File: config.mk
export PLATFORM = sky130hd
export DESIGN_NAME = spi_accel_responder
export DESIGN_NICKNAME = d
export VERILOG_FILES = /design/src/rtl/spi_accel_responder.sv
export SDC_FILE = /design/constraint.sdc
export NUM_CORES = 1
export LEC_CHECK = 0
export BUFFER_PORTS_ARGS = -buffer_cell sky130_fd_sc_hd__buf_2
export CELL_PAD_IN_SITES_DETAIL_PLACEMENT = 0
export CELL_PAD_IN_SITES_GLOBAL_PLACEMENT = 2
export CORE_MARGIN = 5
export CORE_UTILIZATION = 38
export DETAILED_ROUTE_END_ITERATION = 8
export PLACE_DENSITY_LB_ADDON = 0.25
export SLEW_MARGIN = 30
export SYNTH_ARGS = -nofsm -noshare
export SYNTH_HDL_FRONTEND = slang
export SYNTH_SLANG_ARGS = --single-unit
File: constraint.sdc
create_clock -name clk -period 2.75 [get_ports clk]
set_input_delay 0.275 -clock clk [delete_from_list [all_inputs] [get_ports clk]]
set_output_delay 0.275 -clock clk [all_outputs]
set_load 0.02 [all_outputs]
File: src/rtl/spi_accel_responder.sv
// SPI mode-3 slave that emulates the accelerometer register map (64 x 8 bit).
// Define SPI_RESP_MULTIBYTE_EN to enable auto-incrementing multi-byte transfers (MB bit).
module spi_accel_responder #(
    parameter int unsigned SYNC_STAGES = 2,
    parameter logic [7:0]  DEVID_VALUE = 8'hE5,
    parameter logic [7:0]  BW_RATE_RST = 8'h0A
) (
    input  logic        clk,
    input  logic        reset_n,
    input  logic        spi_sclk,
    input  logic        spi_csn,
    input  logic        spi_sdi,
    output logic        spi_sdo,
    input  logic        sample_valid,
    input  logic [15:0] sample_x,
    input  logic [15:0] sample_y,
    input  logic [15:0] sample_z,
    input  logic        act_event,
    output logic        cfg_wr,
    output logic [5:0]  cfg_addr,
    output logic [7:0]  cfg_data,
    output logic        frame_done
);
    typedef enum logic [1:0] {StIdle, StCmd, StData} state_e;

    state_e                 state_q, state_d;
    logic [SYNC_STAGES-1:0] sclk_sync_q, csn_sync_q, sdi_sync_q;
    logic                   sclk_prev_q, csn_prev_q;
    logic                   sclk_s, csn_s, sdi_s;
    logic                   sclk_rise, sclk_fall, csn_rise, csn_fall;
    logic                   byte_end, cmd_end, data_end, wr_hit, rd_clear, cont;
    logic [2:0]             bit_cnt_q;
    logic [6:0]             shift_in_q;
    logic [7:0]             in_byte, shift_out_q, rd_data;
    logic                   is_read_q, active_q, sdo_q;
    logic [5:0]             addr_q, rd_addr;
    logic [7:0]             regs_q [64];
    logic                   pend_valid_q, smp_direct, smp_apply;
    logic [15:0]            pend_x_q, pend_y_q, pend_z_q, smp_x, smp_y, smp_z;
    logic                   cfg_wr_q, frame_done_q;
    logic [5:0]             cfg_addr_q;
    logic [7:0]             cfg_data_q;

    function automatic logic writable(input logic [5:0] a);
        return (a >= 6'h1D && a <= 6'h2F) || a == 6'h31;
    endfunction

    // Synchronizers reset to the bus idle levels so reset release creates no edges.
    always_ff @(posedge clk or negedge reset_n) begin
        if (!reset_n) begin
            sclk_sync_q <= '1;
            csn_sync_q  <= '1;
            sdi_sync_q  <= '0;
            sclk_prev_q <= 1'b1;
            csn_prev_q  <= 1'b1;
        end else begin
            sclk_sync_q <= {sclk_sync_q[SYNC_STAGES-2:0], spi_sclk};
            csn_sync_q  <= {csn_sync_q[SYNC_STAGES-2:0], spi_csn};
            sdi_sync_q  <= {sdi_sync_q[SYNC_STAGES-2:0], spi_sdi};
            sclk_prev_q <= sclk_s;
            csn_prev_q  <= csn_s;
        end
    end

    assign sclk_s    = sclk_sync_q[SYNC_STAGES-1];
    assign csn_s     = csn_sync_q[SYNC_STAGES-1];
    assign sdi_s     = sdi_sync_q[SYNC_STAGES-1];
    assign sclk_rise = sclk_s & ~sclk_prev_q & ~csn_s;
    assign sclk_fall = ~sclk_s & sclk_prev_q & ~csn_s;
    assign csn_fall  = ~csn_s & csn_prev_q;
    assign csn_rise  = csn_s & ~csn_prev_q;

    assign in_byte  = {shift_in_q, sdi_s};
    assign byte_end = sclk_rise && (bit_cnt_q == 3'd7);
    assign cmd_end  = (state_q == StCmd) && byte_end;
    assign data_end = (state_q == StData) && byte_end && active_q;
    assign wr_hit   = data_end && !is_read_q && writable(addr_q);
    assign rd_clear = data_end && is_read_q && (addr_q == 6'h30);
    assign rd_addr  = (state_q == StCmd) ? in_byte[5:0] : addr_q + 6'd1;
    assign rd_data  = (rd_addr == 6'h00) ? DEVID_VALUE : regs_q[rd_addr];

`ifdef SPI_RESP_MULTIBYTE_EN
    logic mb_q;

    always_ff @(posedge clk or negedge reset_n) begin
        if (!reset_n) begin
            mb_q <= 1'b0;
        end else if (cmd_end) begin
            mb_q <= in_byte[6];
        end
    end

    assign cont = mb_q;
`else
    assign cont = 1'b0;
`endif

    always_comb begin
        state_d = state_q;
        if (csn_rise) begin
            state_d = StIdle;
        end else if (csn_fall) begin
            state_d = StCmd;
        end else if (cmd_end) begin
            state_d = StData;
        end
    end

    always_ff @(posedge clk or negedge reset_n) begin
        if (!reset_n) begin
            state_q     <= StIdle;
            bit_cnt_q   <= '0;
            shift_in_q  <= '0;
            shift_out_q <= '0;
            is_read_q   <= 1'b0;
            active_q    <= 1'b0;
            addr_q      <= '0;
            sdo_q       <= 1'b0;
        end else begin
            state_q <= state_d;
            if (csn_fall) begin
                bit_cnt_q <= '0;
                sdo_q     <= 1'b0;
                active_q  <= 1'b0;
            end else if (csn_rise) begin
                sdo_q       <= 1'b0;
                active_q    <= 1'b0;
                shift_out_q <= '0;
            end else if (state_q != StIdle) begin
                if (sclk_rise) begin
                    bit_cnt_q  <= bit_cnt_q + 3'd1;
                    shift_in_q <= in_byte[6:0];
                end
                if (cmd_end) begin
                    is_read_q   <= in_byte[7];
                    addr_q      <= in_byte[5:0];
                    active_q    <= 1'b1;
                    shift_out_q <= in_byte[7] ? rd_data : 8'h00;
                end else if (data_end) begin
                    if (cont) begin
                        addr_q      <= addr_q + 6'd1;
                        shift_out_q <= is_read_q ? rd_data : 8'h00;
                    end else begin
                        // Only the first data byte acts; the rest of the frame shifts zeros.
                        active_q    <= 1'b0;
                        shift_out_q <= '0;
                    end
                end else if (sclk_fall && state_q == StData) begin
                    sdo_q       <= shift_out_q[7];
                    shift_out_q <= {shift_out_q[6:0], 1'b0};
                end
            end
        end
    end

    // Strobes during a frame are parked so a frame never sees a mixed sample set.
    assign smp_direct = sample_valid && csn_s;
    assign smp_apply  = smp_direct || (csn_rise && pend_valid_q);
    assign smp_x      = smp_direct ? sample_x : pend_x_q;
    assign smp_y      = smp_direct ? sample_y : pend_y_q;
    assign smp_z      = smp_direct ? sample_z : pend_z_q;

    always_ff @(posedge clk or negedge reset_n) begin
        if (!reset_n) begin
            for (int i = 0; i < 64; i++) begin
                regs_q[i[5:0]] <= (i == 'h2C) ? BW_RATE_RST : 8'h00;
            end
            pend_valid_q <= 1'b0;
            pend_x_q     <= '0;
            pend_y_q     <= '0;
            pend_z_q     <= '0;
        end else begin
            if (wr_hit) begin
                regs_q[addr_q] <= in_byte;
            end
            if (rd_clear) begin
                regs_q[6'h30][4] <= 1'b0;
            end
            if (act_event) begin
                regs_q[6'h30][4] <= 1'b1;
            end
            if (csn_rise) begin
                pend_valid_q <= 1'b0;
            end
            if (sample_valid && !csn_s) begin
                pend_valid_q <= 1'b1;
                pend_x_q     <= sample_x;
                pend_y_q     <= sample_y;
                pend_z_q     <= sample_z;
            end
            if (smp_apply) begin
                regs_q[6'h32] <= smp_x[7:0];
                regs_q[6'h33] <= smp_x[15:8];
                regs_q[6'h34] <= smp_y[7:0];
                regs_q[6'h35] <= smp_y[15:8];
                regs_q[6'h36] <= smp_z[7:0];
                regs_q[6'h37] <= smp_z[15:8];
            end
        end
    end

    always_ff @(posedge clk or negedge reset_n) begin
        if (!reset_n) begin
            cfg_wr_q     <= 1'b0;
            cfg_addr_q   <= '0;
            cfg_data_q   <= '0;
            frame_done_q <= 1'b0;
        end else begin
            cfg_wr_q     <= wr_hit;
            frame_done_q <= csn_rise;
            if (wr_hit) begin
                cfg_addr_q <= addr_q;
                cfg_data_q <= in_byte;
            end
        end
    end

    assign spi_sdo    = sdo_q;
    assign cfg_wr     = cfg_wr_q;
    assign cfg_addr   = cfg_addr_q;
    assign cfg_data   = cfg_data_q;
    assign frame_done = frame_done_q;

endmodule

# Yosys cells after proc, flatten, opt, wreduce, memory -nomap -nowiden
# Index checks and enable logic that the tools add are counted.
[word_totals]
n_memories = 0
inputBits = 55
latch_bits = 0
ram_bits = 0
rom_bits = 0
register_bits = 614
[classes]
n_mux = 41
div_mod_pow = 0
eq_ne = 8
n_reduce_logical = 37
addsub = 2
n_mul = 0
shift = 0
magnitude_cmp = 5
n_bitwise = 14
[op_table]
columns = ["cell", "count"]
rows = [
  ["bitwise mux 512 bit", 1],
  ["two-way mux 125 bit", 1],
  ["two-way mux 8 bit", 10],
  ["binary-select mux 8 bit (select 6 bit)", 1],
  ["demux 8 bit (select 6 bit)", 1],
  ["two-way mux 16 bit", 3],
  ["two-way mux 48 bit", 1],
  ["two-way mux 1 bit", 15],
  ["greater-or-equal comparator 7 bit, second input constant", 2],
  ["logical AND 1 bit", 14],
  ["NOT 6 -> 7 bit", 2],
  ["equality test 6 bit, second input constant", 2],
  ["two-way mux 3 bit", 4],
  ["AND reduction 4 bit", 3],
  ["nonzero test 2 bit", 6],
  ["nonzero test 3 bit", 4],
  ["nonzero test 4 bit", 2],
  ["less-than comparator 7 x 1 -> 1 bit, second input constant", 1],
  ["adder 6 x 1 -> 6 bit, second input constant", 1],
  ["AND 1 bit", 6],
  ["greater-or-equal comparator 6 x 5 -> 1 bit, second input constant", 1],
  ["less-or-equal comparator 6 bit, second input constant", 1],
  ["zero test 6 bit", 1],
  ["two-way mux 2 bit", 3],
  ["other kinds (12)", 21],
]

# Depth between registers and ports, before layout
[depth]
ltp_word = 11
depth_mapped = 15
ltp_nobuf = 9

# Worst setup path before layout
# OpenSTA, ideal clock, no wires.
[synth_path]
kind = "register to register"
from = "reg addr_q[0]"
to = "reg regs_q[264] (netlist name)"
setup_time_ns = 0.125
t_arrival_ns = 2.852
stages_incl_launch_ff = 13
path_slack_ns = -0.226
n_path_buf = 3
required_time_ns = 2.625
path_cell_list = "dfrtp_1 -> buf_2 -> inv_2 -> ha_1 -> nor2b_1 -> nor4b_2 -> a21oi_1 -> or3_1 -> buf_2 -> nand2b_4 -> buf_6 -> nor4_4 -> mux2_2"
[synth_via]
elab_chain_cells = 6
word_cells_on_any_way = 13
[synth_lines]
columns = ["element", "line_no", "text"]
rows = [
  ["start: declaration", "36", "logic [5:0] addr_q, rd_addr;"],
  ["start signal: assignment", "136", "addr_q <= in_byte[5:0];"],
  ["start signal: assignment", "141", "addr_q <= addr_q + 6'd1;"],
  ["NOT 6 -> 7 bit (implied by the code)", "174", "regs_q[addr_q] <= in_byte;"],
  ["greater-or-equal comparator 7 bit (implied by the code) / less-than comparator 7 x 1 -> 1 bit (equally long branches)", "174", ""],
  ["logical AND 1 bit (implied by the code)", "174", ""],
  ["two-way mux 8 bit (implied by the code)", "174", ""],
  ["demux 8 bit (select 6 bit)", "174", ""],
  ["bitwise mux 512 bit", "174", ""],
  ["end signal: indexed assignment", "174", ""],
  ["end signal: indexed assignment", "192", "regs_q[6'h32] <= smp_x[7:0];"],
  ["end signal: indexed assignment", "193", "regs_q[6'h33] <= smp_x[15:8];"],
  ["end: declaration", "37", "logic [7:0] regs_q [64];"],
]
# Several ways; a longest one is shown, not always the timed one.
# A chain may end at the register's enable or synchronous reset.

# Worst setup path after layout
[layout_path]
from = "reg addr_q[0]"
to = "reg shift_out_q[5]"
[layout_via]
elab_chain_cells = 11
word_cells_on_any_way = 12
[layout_lines]
columns = ["element", "line_no", "text"]
rows = [
  ["adder 6 x 1 -> 6 bit (*)", "--", ""],
  ["two-way mux 6 bit (*)", "79", "assign rd_addr = (state_q == StCmd) ? in_byte[5:0] : addr_q + 6'd1;"],
  ["NOT 6 -> 7 bit (implied by the code)", "80", "assign rd_data = (rd_addr == 6'h00) ? DEVID_VALUE : regs_q[rd_addr];"],
  ["binary-select mux 8 bit (select 6 bit)", "80", ""],
  ["two-way mux 8 bit (implied by the code) (2 in series)", "80", ""],
  ["two-way mux 8 bit (*)", "80", ""],
  ["two-way mux 8 bit (*)", "138", "shift_out_q <= in_byte[7] ? rd_data : 8'h00;"],
  ["two-way mux 8 bit (*)", "134", "if (cmd_end) begin"],
  ["two-way mux 8 bit (*)", "129", "end else if (state_q != StIdle) begin"],
  ["two-way mux 8 bit (*)", "125", "end else if (csn_rise) begin"],
  ["end signal: assignment", "138", ""],
  ["end signal: assignment", "142", "shift_out_q <= is_read_q ? rd_data : 8'h00;"],
  ["end signal: assignment", "150", "shift_out_q <= {shift_out_q[6:0], 1'b0};"],
  ["end: declaration", "34", "logic [7:0] in_byte, shift_out_q, rd_data;"],
]
# Mark *: on every way between the ends. The rest lies on a longest branch, timed or not. The select of a mux whose other input is x is not followed.

==> qor.txt <==
FINISH
------------------------------------------------------------------------------------
Filler Cell Count                                                               6171
Final Core Density                                                             48.0%
Number of nets in the final layout                                              2454
Antenna Diode Count                                                                0
Syn-to-layout area delta                                                       24.6%
Share of final-layout standard cells stronger than drive strength 1            34.9%

OUTCOME
------------------------------------------------------------------------------------
Violated checks                                                         setup timing
Outcome                                                                 complete, but fails checks

GRT
------------------------------------------------------------------------------------
Initial antenna violation count                                                    0
Maximum number of pins on one net before global-route repair                     114
Via count of the first global-routing pass                                     18700
Wire length of the first global-routing pass                               117000 um
Total grt overflow                                                                 0
Total routing resource utilization after global routing                        20.2%

CLOCKING
------------------------------------------------------------------------------------
Clock tree from TritonCTS                                                       done
CTS Root Buffer Type                                                    sky130_fd_sc_hd__clkbuf_16
Clock latency of the later-clocked register in the worst-skew pair           0.62 ns
Clk pin slew, worst setup/hold paths                                         0.06 ns
Clock sink count                                                                 610
Maximum number of buffers from clock root to sink                                  3
CTS buffer count                                                                  70
Number of H-tree levels                                                            3

DRT
------------------------------------------------------------------------------------
Number of vias per cell after detailed routing                                  5.14
Routed WL                                                                   75300 um
Via total after detailed routing                                               17400
ANT nets after route                                                               0
Remaining routing DRC violations                                                   0
Number of detailed-routing iterations run before antenna repair                    5
Per-cell routed wire length                                                  22.3 um
Violation count after the first detailed-route iteration                        1062

WORST SETUP PATH
------------------------------------------------------------------------------------
Cell with the largest stage delay on the worst path                     sky130_fd_sc_hd__a2111oi_1
Arrival time at the worst endpoint                                           3.37 ns
Cell-by-cell listing of the critical path                               buf_12, inv_8, ha_4, a21o_4, buf_12, buf_8, a21oi_1, a32o_1, nor2_2, a2111oi_1, or4b_1, o21ai_1
Max incr delay on CP                                                         0.58 ns
Setup crit start kind                                                       register
Cell type with the highest occurrence count on the critical path        sky130_fd_sc_hd__buf_12
Data required time of the critical path                                      3.25 ns
Kind of capture point of the worst setup path                               register
Largest fanout on the critical path                                                7
Crit Path Category                                                      register to register
Minimum setup slack among reg-to-reg paths                                  -0.12 ns
Depth of the worst register-to-register path                                      12

TIMING
------------------------------------------------------------------------------------
Final Worst Setup Slack                                                    -0.124 ns
Number of setup violations in the final report                                     5
Minimum period implied by the final worst setup slack                        2.87 ns
Max Clk Rate                                                                 348 MHz
Setup repair after global routing missed its margin                             true
Actual transition at the worst max-transition pin                           0.731 ns
Relative max-transition margin                                                 51.1%
Crit share post-route                                                           104%
Final hold violation count                                                         0
Max-slew violations                                                                0
Worst clock skew on the final layout                                       0.0204 ns
Worst slack on hold paths                                                   0.190 ns

PWR
------------------------------------------------------------------------------------
Maximum VDD drop                                                              495 uV
Total power density per cell area                                         715 mW/mm2
Leakage Power                                                                15.5 nW

YOSYS
------------------------------------------------------------------------------------
Area of the mapped netlist                                                0.0265 mm2
Count of distinct cell types in the synthesized netlist                           75
Synthesized instance count                                                      2356
Portion of synthesized cell area occupied by the leading cell type             56.8%
Largest area contributor in the netlist                                 sky130_fd_sc_hd__dfrtp_1
Async set-reset flop share out of synthesis                                     100%
Flip-flop cell with the highest count after synthesis                   sky130_fd_sc_hd__dfrtp_1
Sequential fraction of the synthesis area                                      57.6%
Ys Warns                                                                           0
Number of flip-flops and latches in the synthesized netlist                      610
Count of flip-flops with a built-in enable after synthesis                         0
Post-synth net total                                                            2419
Biggest area contributors in the synthesized netlist                    sky130_fd_sc_hd__dfrtp_1 57%, sky130_fd_sc_hd__mux2_2 11%, sky130_fd_sc_hd__nand2_1 5.5%
Syn Area/Cell                                                               11.2 um2

FLOORPLANNING
------------------------------------------------------------------------------------
DIE AREA                                                                  0.0751 mm2
Starting density of the core                                                   38.5%
Core area                                                                 0.0688 mm2
Vertical extent of the die                                                    274 um
IO Pins                                                                           72
X dimension of the die                                                        274 um
Number of cell rows                                                               96

PLACED DESIGN
------------------------------------------------------------------------------------
Weighted congestion at the end of routability-driven global placement          0.846
Post-place setup slack                                                     -0.608 ns
Buffers added on ports                                                            71
Detailed placer's ending HPWL                                               51100 um

WORST HOLD PATH
------------------------------------------------------------------------------------
Hold WC Path Type                                                       primary input to asynchronous set/reset pin

RUN
------------------------------------------------------------------------------------
Max-capacitance violation count                                                    0

cell usage in the layout, fill, tap and decap left out, types with 11 or more instances in the layout:
master	n
sky130_fd_sc_hd__clkbuf_8	14
sky130_fd_sc_hd__a211oi_1	25
sky130_fd_sc_hd__buf_12	56
sky130_fd_sc_hd__mux2_2	174
sky130_fd_sc_hd__and3_1	38
sky130_fd_sc_hd__clkbuf_16	72
sky130_fd_sc_hd__buf_6	20
sky130_fd_sc_hd__nand4_1	13
sky130_fd_sc_hd__bufinv_16	12
sky130_fd_sc_hd__nor2_1	23
sky130_fd_sc_hd__nand3_1	151
sky130_fd_sc_hd__mux2i_1	83
sky130_fd_sc_hd__a21oi_1	30
sky130_fd_sc_hd__nand2_1	385
sky130_fd_sc_hd__buf_2	70
sky130_fd_sc_hd__dfrtp_1	602
sky130_fd_sc_hd__mux4_2	31
sky130_fd_sc_hd__a31oi_1	20
sky130_fd_sc_hd__mux2_4	81
sky130_fd_sc_hd__a311oi_1	11
sky130_fd_sc_hd__dlygate4sd3_1	53
sky130_fd_sc_hd__clkbuf_1	11
sky130_fd_sc_hd__o21ai_0	45
sky130_fd_sc_hd__buf_4	193
per-stage QoR:
step                      cell area, um2  total power, mW  instances  TNS [ns]
after global placement             28900             13.2       3175    -10.13
after detailed placement           28900             13.2       3175    -10.56
final                              33000             23.6       3374    -0.167
after CTS                          32700             23.8       3374     -1.98
after floorplan                    26600             11.3       2356     -2.59
after global routing               33000             24.6       3374     -4.93
synthesized netlist by cell type (all sizes together) (7+ instances only):
library cell / number
nor2: 25
buf: 91
a211oi: 28
dfrtp: 602
mux2i: 91
a31oi: 24
nand2: 390
nor4: 7
mux2: 255
nand3: 159
dfstp: 8
o21ai: 52
a32oi: 7
mux4: 32
nand4: 13
nor3: 18
clkbuf: 344
a311oi: 20
a21oi: 37
o31ai: 8
inv: 12
ha: 8
and3: 41
a22oi: 11
where the power goes:
part | total (mW) | switching [mW] | internal, mW
clock network | 10.1 | 3.85 | 6.28
logic | 4.01 | 2.35 | 1.66
registers | 9.45 | 0.185 | 9.27
final cells by class:
class | instances | area [um2] | share of cell area (%)
Inverter | 12 | 52.6 | 0.159
Multi-Input combinational cell | 1299 | 10200 | 30.9
Clock inverter | 28 | 510 | 1.55
Sequential cell | 610 | 15300 | 46.3
Timing Repair Buffer | 398 | 3790 | 11.5
Clock buffer | 96 | 2010 | 6.09
Tap cell | 931 | 1160 | 3.53
critical path, delay by kind of cell, from the launching register on:
| family | cells | cell delay (ns) |
|---|---|---|
| AO/OA/AOI/OAI | 5 | 1.28 |
| adder cells (fa/ha/maj) | 1 | 0.25 |
| flip-flops | 1 | 0.43 |
| buffers and inverters | 4 | 0.50 |
| AND/OR/NAND/NOR | 2 | 0.27 |
cell families after synthesis:
| logic type | after synthesis | share of synthesized area, % |
|---|---|---|
| and+or+nand+nor | 682 | 12.2 |
| DFF | 610 | 57.6 |
| buffers and inverters | 447 | 6.82 |
| muxes | 378 | 17.1 |
| AOI/OAI and AO/OA | 228 | 5.82 |
| adders and majority gates | 8 | 0.378 |
| xor gates and xnor gates | 3 | 0.0992 |
sequential cells by signal (all words and copies together) (netlist names), 2 cells and up:
| signal | flops |
|---|---|
| shift_out_q | 8 |
| bit_cnt_q | 3 |
| sclk_sync_q | 2 |
| cfg_addr | 6 |
| pend_z_q | 16 |
| addr_q | 6 |
| pend_y_q | 16 |
| cfg_data | 8 |
| sdi_sync_q | 2 |
| shift_in_q | 7 |
| pend_x_q | 16 |
| regs_q | 508 |
| csn_sync_q | 2 |
| state_q | 2 |
repair_timing:
action | 4_1_cts | 5_1_grt
setup endpoints to repair | 119 | 153
hold buffers | 53 | 0
resized for setup | 121 | 66
cloned | 0 | 1
buffers inserted | 23 | 1
hold endpoints to repair | 154 | 0
pin swaps | 39 | 26
per-layer routing:
layer  GRT usage, %  vias up  part of all wire (%)
met5              0        -                     0
met4           6.78        0                   3.3
met3           4.20      131                   4.7
met2           32.2      417                    46
met1           27.8     8809                    46
li1               -     7999                     -
path summary, 6_finish.rpt:
| path | start | to |
|---|---|---|
| min in group clk | spi_sclk | sclk_sync_q[0]$_DFF_PN1_ |
| worst min-delay path | reset_n | regs_q[138]$_DFFE_PN0P_ |
| worst min register to register | sdi_sync_q[0]$_DFF_PN0_ | sdi_sync_q[1]$_DFF_PN0_ |
| worst max-delay path | addr_q[0]$_DFFE_PN0P_ | shift_out_q[5]$_DFFE_PN0P_ |
| max in group asynchronous | reset_n | regs_q[78]$_DFFE_PN0P_ |
| worst max register to register | addr_q[0]$_DFFE_PN0P_ | shift_out_q[5]$_DFFE_PN0P_ |
(Power assumes the default switching activity.)
